===== config.mk =====
export PLATFORM = sky130hd
export DESIGN_NAME = da_tap_feeder
export DESIGN_NICKNAME = d
export VERILOG_FILES = /design/src/rtl/da_tap_feeder.sv
export SDC_FILE = /design/constraint.sdc
export NUM_CORES = 1
export LEC_CHECK = 0
export CAP_MARGIN = 20
export CORE_MARGIN = 2
export CORE_UTILIZATION = 46
export DETAILED_ROUTE_END_ITERATION = 8
export DONT_BUFFER_PORTS = 1
export GPL_TIMING_DRIVEN = 1
export SLEW_MARGIN = 10
export SYNTH_ARGS = -nofsm -noshare
export SYNTH_HDL_FRONTEND = slang
export SYNTH_SLANG_ARGS = --single-unit

===== constraint.sdc =====
create_clock -name clk -period 2.2 [get_ports clk]
set_clock_uncertainty 0.05 [all_clocks]
set_input_delay 0.55 -clock clk [delete_from_list [all_inputs] [get_ports clk]]
set_output_delay 0.55 -clock clk [all_outputs]
set_load 0.05 [all_outputs]

===== src/rtl/da_tap_feeder.sv =====
// Sample FIFO and tap delay line feeding the 4-tap serial DA FIR engine.
// Optional DA_FEED_UNDERRUN_HOLD_EN: on underrun the taps hold instead of shifting in 0.
module da_tap_feeder #(
  parameter int DEPTH        = 4,
  parameter int FRAME_LEN    = 6,
  parameter int UPDATE_PHASE = 3
) (
  input  logic                   clk,
  input  logic                   reset,
  input  logic [3:0]             s_data,
  input  logic                   s_valid,
  output logic                   s_ready,
  output logic [3:0]             x_in0,
  output logic [3:0]             x_in1,
  output logic [3:0]             x_in2,
  output logic [3:0]             x_in3,
  output logic                   frame_sync,
  output logic                   underrun,
  output logic [$clog2(DEPTH):0] fifo_level
);

  localparam int PW = $clog2(DEPTH);
  localparam int FW = $clog2(FRAME_LEN);

  typedef logic [3:0] smp_t;

  logic [FW-1:0] frame_cnt_q, frame_cnt_d;
  logic [PW-1:0] rd_ptr_q, rd_ptr_d;
  logic [PW-1:0] wr_ptr_q, wr_ptr_d;
  logic [PW:0]   level_q, level_d;
  smp_t          mem_q [DEPTH];
  smp_t          mem_d [DEPTH];
  smp_t          tap_q [4];
  smp_t          tap_d [4];
  logic          underrun_q, underrun_d;
  logic          full, empty, push, upd, pop;

  // Handshake, update strobe and next-state for time base, FIFO and taps.
  always_comb begin
    full        = (level_q == (PW+1)'(DEPTH));
    empty       = (level_q == '0);
    push        = s_valid && !full;
    upd         = (frame_cnt_q == FW'(UPDATE_PHASE));
    pop         = upd && !empty;

    frame_cnt_d = (frame_cnt_q == FW'(FRAME_LEN-1)) ? '0 : frame_cnt_q + 1'b1;

    mem_d       = mem_q;
    wr_ptr_d    = wr_ptr_q;
    rd_ptr_d    = rd_ptr_q;
    if (push) begin
      mem_d[wr_ptr_q] = s_data;
      wr_ptr_d        = wr_ptr_q + 1'b1;
    end
    if (pop) rd_ptr_d = rd_ptr_q + 1'b1;

    level_d = level_q;
    if (push && !pop)      level_d = level_q + 1'b1;
    else if (pop && !push) level_d = level_q - 1'b1;

    tap_d      = tap_q;
    underrun_d = underrun_q;
    if (upd) begin
      if (!empty) begin
        tap_d[3] = tap_q[2];
        tap_d[2] = tap_q[1];
        tap_d[1] = tap_q[0];
        tap_d[0] = mem_q[rd_ptr_q];
      end else begin
        underrun_d = 1'b1;
`ifdef DA_FEED_UNDERRUN_HOLD_EN
        tap_d = tap_q;
`else
        tap_d[3] = tap_q[2];
        tap_d[2] = tap_q[1];
        tap_d[1] = tap_q[0];
        tap_d[0] = '0;
`endif
      end
    end
  end

  // State registers; reset discards queued samples and taps at once.
  always_ff @(posedge clk or posedge reset) begin
    if (reset) begin
      frame_cnt_q <= '0;
      rd_ptr_q    <= '0;
      wr_ptr_q    <= '0;
      level_q     <= '0;
      underrun_q  <= 1'b0;
      for (int i = 0; i < DEPTH; i++) mem_q[i] <= '0;
      for (int i = 0; i < 4; i++) tap_q[i] <= '0;
    end else begin
      frame_cnt_q <= frame_cnt_d;
      rd_ptr_q    <= rd_ptr_d;
      wr_ptr_q    <= wr_ptr_d;
      level_q     <= level_d;
      underrun_q  <= underrun_d;
      mem_q       <= mem_d;
      tap_q       <= tap_d;
    end
  end

  assign s_ready    = !full;
  assign frame_sync = (frame_cnt_q == '0);
  assign underrun   = underrun_q;
  assign fifo_level = level_q;
  assign x_in0      = tap_q[0];
  assign x_in1      = tap_q[1];
  assign x_in2      = tap_q[2];
  assign x_in3      = tap_q[3];

endmodule

==> results of run 1 <==
[layer usage]
metal	vias up	track usage
li1	478	-
met1	508	0.174
met2	26	0.244
met3	8	0.0650
met4	0	0.0765
met5	-	0
[per-stage QoR]
stage                     area, µm²  hold WS, ps
after floorplan                1880          406
after global placement         1980          430
after detailed placement       1980          443
after CTS                      2080          246
after global routing           2100          283
final                          2100          223
[cells in the final DEF (no fill, tap or decap), types with 2 or more instances in the layout]
master / n
dfrtp_1: 40
xor2_1: 3
dfrtp_2: 3
nand2_1: 4
buf_4: 11
o22ai_1: 4
nor2_1: 7
inv_1: 16
mux2_2: 30
clkbuf_8: 6
mux4_2: 4
xnor2_1: 3
nor3_1: 2
ha_1: 5
[layout make-up]
class | count | share of cell area
Clock inverter | 1 | 0.00238
Sequential cell | 43 | 0.514
Multi-Input combinational cell | 71 | 0.345
Tap cell | 50 | 0.0298
Clock buffer | 6 | 0.0393
Timing Repair Buffer | 11 | 0.0393
Inverter | 17 | 0.0304
[logic make-up (layout without fill, tap and decap cells)]
| logic type | count (synthesis) | in the layout | synth area share |
|---|---|---|---|
| flip-flops | 43 | 43 | 0.576 |
| multiplexers | 34 | 34 | 0.229 |
| buffers and inverters | 20 | 35 | 0.0422 |
| AND/OR/NAND/NOR | 16 | 16 | 0.0435 |
| AO/OA/AOI/OAI | 8 | 8 | 0.0301 |
| adder cells (fa/ha/maj) | 7 | 7 | 0.0509 |
| XOR/XNOR | 6 | 6 | 0.0281 |
[state kept, by name, indices dropped and copies added, names as in the netlist]
name / cells
x_in2: 4
frame_cnt_q: 3
x_in1: 4
rd_ptr_q: 2
mem_q: 16
fifo_level: 3
wr_ptr_q: 2
x_in0: 4
x_in3: 4
underrun: 1
[worst register-to-register path: stages, from the launching register on]
cell	delay, ps
dfrtp_1	400
inv_1	80
nor2_1	50
ha_1	210
o31ai_4	70
ha_2	220
inv_1	50
fa_1	370
xor2_1	170
nor2_1	110
xor2_1	200
[worst max-delay path by stage]
stage          slack (ps)  depth (start not counted)       endpoint
2_1_floorplan          70                          8  fifo_level[2]
5_1_grt                20                         10  fifo_level[2]
3_3_place_gp          140                         10  fifo_level[2]
6_report              140                         10  fifo_level[2]
4_1_cts                10                         10  fifo_level[2]
3_5_place_dp           20                         10  fifo_level[2]
[what timing repair did]
| item | in CTS | in global routing |
|---|---|---|
| cloned | 0 | 0 |
| hold buffers | 0 | 0 |
| resized for setup | 1 | 1 |
| setup endpoints to repair | 1 | 1 |
| pin swaps | 1 | 2 |
| buffers inserted | 1 | 3 |
==> results.json, run 1 <==
{
  "clkLatencyLatePin_ps": 290,
  "finalSetupViolations": 0,
  "hp-class": "input port to async pin",
  "met1_length_um": 1300,
  "yosys.area.top_type_share": 0.576,
  "rows": 23,
  "io_buffers": 0,
  "cp-start-kind": "flip-flop",
  "core-area_mm2": 0.00394,
  "antenna_found_initial": 0,
  "dieArea_mm2": 0.00459,
  "die_y_um": 67.7,
  "drv_slew": 0,
  "critPathCaptureType": "flip-flop",
  "path_max_fanout": 3,
  "routedWlPerCell_um": 15.0,
  "synth_common_cells": "dfrtp_1, mux2_2, inv_1",
  "period_share": 0.938,
  "synthArstFlopShare": 1.00,
  "final_cells": 199,
  "fin_tns_setup_ps": 0,
  "post-route-drc-count": 0,
  "cts-root-buf": "clkbuf_8",
  "vias": 1020,
  "drive_above_1_share": 0.396,
  "drv_cap": 0,
  "start_util": 0.474,
  "cts.path.max_buffers": 2,
  "synth.most_common_cell": "dfrtp_1",
  "postLayoutCoreUtil": 0.533,
  "viasPerCell": 5.13,
  "grt_max_degree": 44,
  "first_global_vias": 1093,
  "syn_area_per_cell_um2": 13.9,
  "cp_slowest_stage_delay_ps": 400,
  "yosysTopAreaCell": "dfrtp_1",
  "slew_headroom": 0.644,
  "ff2ff_path_depth": 10,
  "gp_congestion": 0.777,
  "syn-cell-area_mm2": 0.00187,
  "ioPinCount": 29,
  "drt-total-wl_um": 2990,
  "max_freq_mhz": 485,
  "fill_cells": 333,
  "grt_overflow": 0,
  "syn_nets": 148,
  "slowest_stage": "dfrtp_1",
  "cts_tree": "built",
  "clkTransAtPathRegs_ps": 70,
  "crit_buf_inv": 2,
  "htree_levels": 2,
  "area_delta_synth_final_pct": 12.5,
  "grtUsageTotal": 0.152,
  "ys.flop_type": "dfrtp_1",
  "r2r_end": "fifo_level[2]",
  "dp.cells": 188,
  "status": "finished, final reports clean",
  "drtIter0Drc": 23,
  "critPathLaunch": "frame_cnt_q[0]",
  "rsz0062_at_grt": "false",
  "worst_slew_pin_slew_ps": 534,
  "highest_layer": "met4",
  "wl_met3_um": 191,
  "antenna_cells": 0,
  "fin_ws_ps": 137,
  "crit_family": "adder cells",
  "synth-edff-count": 0,
  "worstReg2RegStart": "frame_cnt_q[0]",
  "seq_area_mm2": 0.00108,
  "grt_pass1_wl_um": 4940,
  "dr.pass1.iters": 2,
  "dpl.hpwl_um": 2200,
  "critPathKind": "flip-flop to flip-flop",
  "hold_viol_final": 0,
  "worst-r2r-setup-slack_ps": 140,
  "crit_arrival_ps": 2210,
  "cts.sinks": 43,
  "ys_top_cells_by_area": "dfrtp_1, mux2_2, mux4_2",
  "pre_cts_slack_ps": 16.0,
  "nets": 163,
  "syn_inst": 134,
  "multiInputGateArea_um2": 724,
  "ys_types": 20,
  "required_ps": 2340,
  "cp_cell_sequence": "inv_1 -> nor2_1 -> ha_1 -> o31ai_4 -> ha_2 -> inv_1 -> fa_1 -> xor2_1 -> nor2_1 -> xor2_1",
  "ant_nets": 0,
  "cts-buffers-inserted": 5,
  "synth-seq-cells": 43,
  "yosysSeqAreaShare": 0.576,
  "ys.warnings.count": 0,
  "finalCriticalPeriod_ps": 2060,
  "die_x_um": 67.7,
  "wl_met2_um": 1450
}
Power of run 1 is not shown: default switching activity piles up to over one toggle a cycle in this logic, so the estimate is an artifact.
==> run 2, diff against run 1 <==
--- a/config.mk
+++ b/config.mk
@@ -7,10 +7,11 @@
 export LEC_CHECK = 0
 export CAP_MARGIN = 20
 export CORE_MARGIN = 2
-export CORE_UTILIZATION = 46
+export CORE_UTILIZATION = 55
 export DETAILED_ROUTE_END_ITERATION = 8
 export DONT_BUFFER_PORTS = 1
 export GPL_TIMING_DRIVEN = 1
+export PLACE_DENSITY = 0.73
 export SLEW_MARGIN = 10
 export SYNTH_ARGS = -nofsm -noshare
 export SYNTH_HDL_FRONTEND = slang
==> results.json, run 2 (synthesized netlist as in run 1, its figures left out) <==
{
  "grtUsageTotal": 0.165,
  "path_max_fanout": 5,
  "drv_slew": 0,
  "rows": 21,
  "grt_use_met2": 0.272,
  "io_buffers": 0,
  "routedWlPerCell_um": 14.7,
  "hold_viol_final": 0,
  "post-route-drc-count": 0,
  "grt.met3_usage": 0.0562,
  "htree_levels": 2,
  "slew_headroom": 0.659,
  "ioPinCount": 29,
  "area_delta_synth_final_pct": 9.98,
  "required_ps": 2410,
  "cp-start-kind": "flip-flop",
  "antenna_cells": 0,
  "drt-total-wl_um": 2840,
  "critPathKind": "flip-flop to flip-flop",
  "grt_pass1_wl_um": 5020,
  "max_freq_mhz": 484,
  "cp_cell_sequence": "inv_1 -> nor2_1 -> ha_2 -> o31ai_4 -> ha_2 -> inv_1 -> fa_1 -> xor2_1 -> nor2_1 -> xor2_1",
  "clkTransAtPathRegs_ps": 120,
  "cts_tree": "built",
  "gp_congestion": 0.760,
  "status": "finished, final reports clean",
  "critPathCaptureType": "flip-flop",
  "worst_slew_pin_slew_ps": 512,
  "die_x_um": 62.3,
  "mostFrequentLayoutCell": "dfrtp_1",
  "cts-buffers-inserted": 5,
  "hp-class": "input port to async pin",
  "dr.pass1.iters": 4,
  "rsz0062_at_grt": "false",
  "period_share": 0.940,
  "vias": 1018,
  "clkLatencyLatePin_ps": 340,
  "met1_usage": 0.209,
  "cts-root-buf": "clkbuf_4",
  "crit_arrival_ps": 2280,
  "fin_tns_setup_ps": 0,
  "ff2ff_path_depth": 10,
  "cts.path.max_buffers": 2,
  "finalSetupViolations": 0,
  "viasPerCell": 5.27,
  "cts_hold_buf": 0,
  "dieArea_mm2": 0.00388,
  "start_util": 0.564,
  "grt_max_degree": 35,
  "largest-register": "mem_q",
  "core-area_mm2": 0.00331,
  "largest_reg_flops": 16,
  "finalCriticalPeriod_ps": 2070,
  "die_y_um": 62.3,
  "dpl.hpwl_um": 2120,
  "grt_overflow": 0,
  "antenna_found_initial": 0,
  "drv_cap": 0,
  "cts.sinks": 43,
  "drive_above_1_share": 0.381,
  "busiest_layer": "met2",
  "first_global_vias": 1086,
  "ant_nets": 0,
  "cp_slowest_stage_delay_ps": 440,
  "drtIter0Drc": 29,
  "nets": 160,
  "slowest_stage": "dfrtp_1",
  "layout_common_cells": "dfrtp_1, mux2_2, inv_1"
}
-- run 2: area by class of cell --
type                            count  area [µm²]
Inverter                           17        63.8
Tap cell                           46        57.6
Timing Repair Buffer                8        72.6
Fill cell                         283        1260
Multi-Input combinational cell     71         727
Sequential cell                    43        1080
Clock buffer                        6        41.3
Clock inverter                      2        12.5
-- run 2: stage by stage --
stage / setup slack, ps / area (µm²) / hold WS (ps) / utilization / std cells
final: 132 / 2050 / 24.5 / 0.621 / 193
after global routing: 4.79 / 2050 / 35.0 / 0.621 / 193
after CTS: 18.6 / 2040 / 24.7 / 0.617 / 192
after detailed placement: 31.8 / 1990 / 407 / 0.601 / 184
after global placement: 153 / 1990 / 398 / 0.601 / 184
after floorplan: 67.6 / 1880 / 406 / - / 134
-- run 2: critical path: cells and delay by family (launching register included) --
family                   cells  cell delay [ps]
flip-flops                   1              440
AO/OA/AOI/OAI                1               60
XOR/XNOR                     2              340
adder cells (fa/ha/maj)      3              780
buffers and inverters        2              140
AND/OR/NAND/NOR              2              190
-- run 2: final timing paths --
path                                  endpoint           start  slack [ps]
worst min register to register  frame_cnt_q[2]  frame_cnt_q[2]         450
worst min-delay path            frame_cnt_q[2]           reset          20
worst max-delay path             fifo_level[2]  frame_cnt_q[0]         130
max in group asynchronous          wr_ptr_q[0]           reset        1570
worst max register to register   fifo_level[2]  frame_cnt_q[0]         130
min in group clk                      mem_q[0]       s_data[0]         300
-- run 2: metal layers --
layer / part of all wire / vias to the layer above
li1: - / 471
met1: 0.43 / 520
met5: 0 / -
met2: 0.50 / 23
met3: 0.055 / 4
met4: 0.010 / 0
-- run 2: timing repair --
item                       4_1_cts  5_1_grt
gates resized for setup          0        2
setup endpoints to repair        0        2
setup buffers                    0        1
Power of run 2 is left out for the same reason.
==> run 3, diff against run 2 <==
--- a/config.mk
+++ b/config.mk
@@ -6,11 +6,12 @@
 export NUM_CORES = 1
 export LEC_CHECK = 0
 export CAP_MARGIN = 20
+export CORE_ASPECT_RATIO = 0.6
 export CORE_MARGIN = 2
 export CORE_UTILIZATION = 55
 export DETAILED_ROUTE_END_ITERATION = 8
 export DONT_BUFFER_PORTS = 1
-export GPL_TIMING_DRIVEN = 1
+export GPL_TIMING_DRIVEN = 0
 export PLACE_DENSITY = 0.73
 export SLEW_MARGIN = 10
 export SYNTH_ARGS = -nofsm -noshare
==> results.json, run 3 (synthesized netlist as in run 1, its figures left out) <==
{
  "max_freq_mhz": 452,
  "cts.path.max_buffers": 2,
  "critPathKind": "flip-flop to flip-flop",
  "cts_hold_buf": 0,
  "crit_arrival_ps": 2380,
  "hp-class": "input port to async pin",
  "critPathCaptureType": "flip-flop",
  "worst_slew_pin_slew_ps": 532,
  "gp_congestion": 0.660,
  "htree_levels": 2,
  "drtIter0Drc": 36,
  "grt_pass1_wl_um": 5400,
  "first_global_vias": 1109,
  "cts-buffers-inserted": 5,
  "clkLatencyLatePin_ps": 300,
  "drv_cap": 0,
  "mostFrequentLayoutCell": "dfrtp_1",
  "ant_nets": 0,
  "grt_overflow": 0,
  "required_ps": 2370,
  "routedWlPerCell_um": 16.6,
  "period_share": 1.01,
  "viasPerCell": 5.39,
  "largest_reg_flops": 16,
  "ioPinCount": 29,
  "dr.pass1.iters": 4,
  "finalCriticalPeriod_ps": 2210,
  "dp.cells": 180,
  "fill_cells": 248,
  "antenna_cells": 0,
  "grt_max_degree": 31,
  "die_y_um": 49.1,
  "rsz0062_at_grt": "true",
  "core-area_mm2": 0.00324,
  "layout_common_cells": "dfrtp_1, mux2_2, inv_1",
  "post-route-drc-count": 0,
  "fin_ws_ps": -13.1,
  "cp-start-kind": "flip-flop",
  "area_delta_synth_final_pct": 14.9,
  "cts-root-buf": "clkbuf_8",
  "dpl.hpwl_um": 2250,
  "slew_headroom": 0.644,
  "final_cells": 196,
  "rows": 16,
  "drv_slew": 0,
  "vias": 1056,
  "drive_above_1_share": 0.437,
  "finalSetupViolations": 1,
  "largest-register": "mem_q",
  "start_util": 0.576,
  "nets": 164,
  "violations": "setup timing",
  "die_x_um": 79.2,
  "clkTransAtPathRegs_ps": 80,
  "io_buffers": 0,
  "dieArea_mm2": 0.00389,
  "status": "finished with violations",
  "grtUsageTotal": 0.194,
  "hold_viol_final": 0,
  "path_max_fanout": 5,
  "cts.sinks": 43,
  "cts_tree": "built",
  "drt-total-wl_um": 3250,
  "fin_tns_setup_ps": -13.1,
  "antenna_found_initial": 0
}
[run 3: changes by cell type in the layout (fill, tap and decap cells not counted), sizes merged]
cell and delta:
clkinvlp -1, buf +4, clkbuf +2, clkinv -1
[run 3: repair_timing]
item,in CTS,in global routing
endpoints found under the setup margin,2,3
setup buffers,4,4
resized for setup,4,6
pin swaps,1,2
[run 3: final timing paths]
path                           startpoint             end  slack [ps]  cells past startpoint
max                         fifo_level[2]   fifo_level[2]         -10                      8
min                                 reset        mem_q[0]          30                      1
max reg2reg                 fifo_level[2]   fifo_level[2]         -10                      8
min reg2reg                frame_cnt_q[0]  frame_cnt_q[0]         400                      1
max in group asynchronous           reset       mem_q[13]        1610                      2
min in group clk                s_data[3]        mem_q[3]         350                      1
[run 3: through the flow]
stage                     worst slack (ps)  instance area [µm²]  hold slack (ps)  utilization
final                                -13.1                 2150             33.2        0.662
after global placement               -64.1                 1940              422        0.597
after CTS                             8.74                 2100             37.1        0.647
after floorplan                       67.6                 1880              406            -
after global routing                 -64.2                 2150             39.7        0.662
after detailed placement              -132                 1960              360        0.605
[run 3: layout make-up]
| cell class | instances | area (µm²) | area share |
|---|---|---|---|
| timing repair buffer | 9 | 80.1 | 0.0373 |
| multi-input combinational | 71 | 743 | 0.346 |
| tap | 45 | 56.3 | 0.0262 |
| clock buffer | 8 | 100 | 0.0466 |
| buffer | 3 | 21.3 | 0.00991 |
| sequential | 43 | 1080 | 0.504 |
| inverter | 17 | 63.8 | 0.0297 |
[run 3: critical path, stage by stage (launching register included)]
cell     delay, ps
dfrtp_4        590
nor3b_4        200
nor2b_2        190
ha_2           210
inv_1           60
fa_2           330
xor2_1         170
nor2_1         170
xor2_1         160
[run 3: per-layer routing]
layer,vias up,GRT usage,routed length (µm)
li1,489,-,-
met1,535,0.247,1460
met2,25,0.288,1530
met3,7,0.0963,194
met4,0,0.0690,65
met5,-,0,0
Power of run 3 is left out for the same reason.
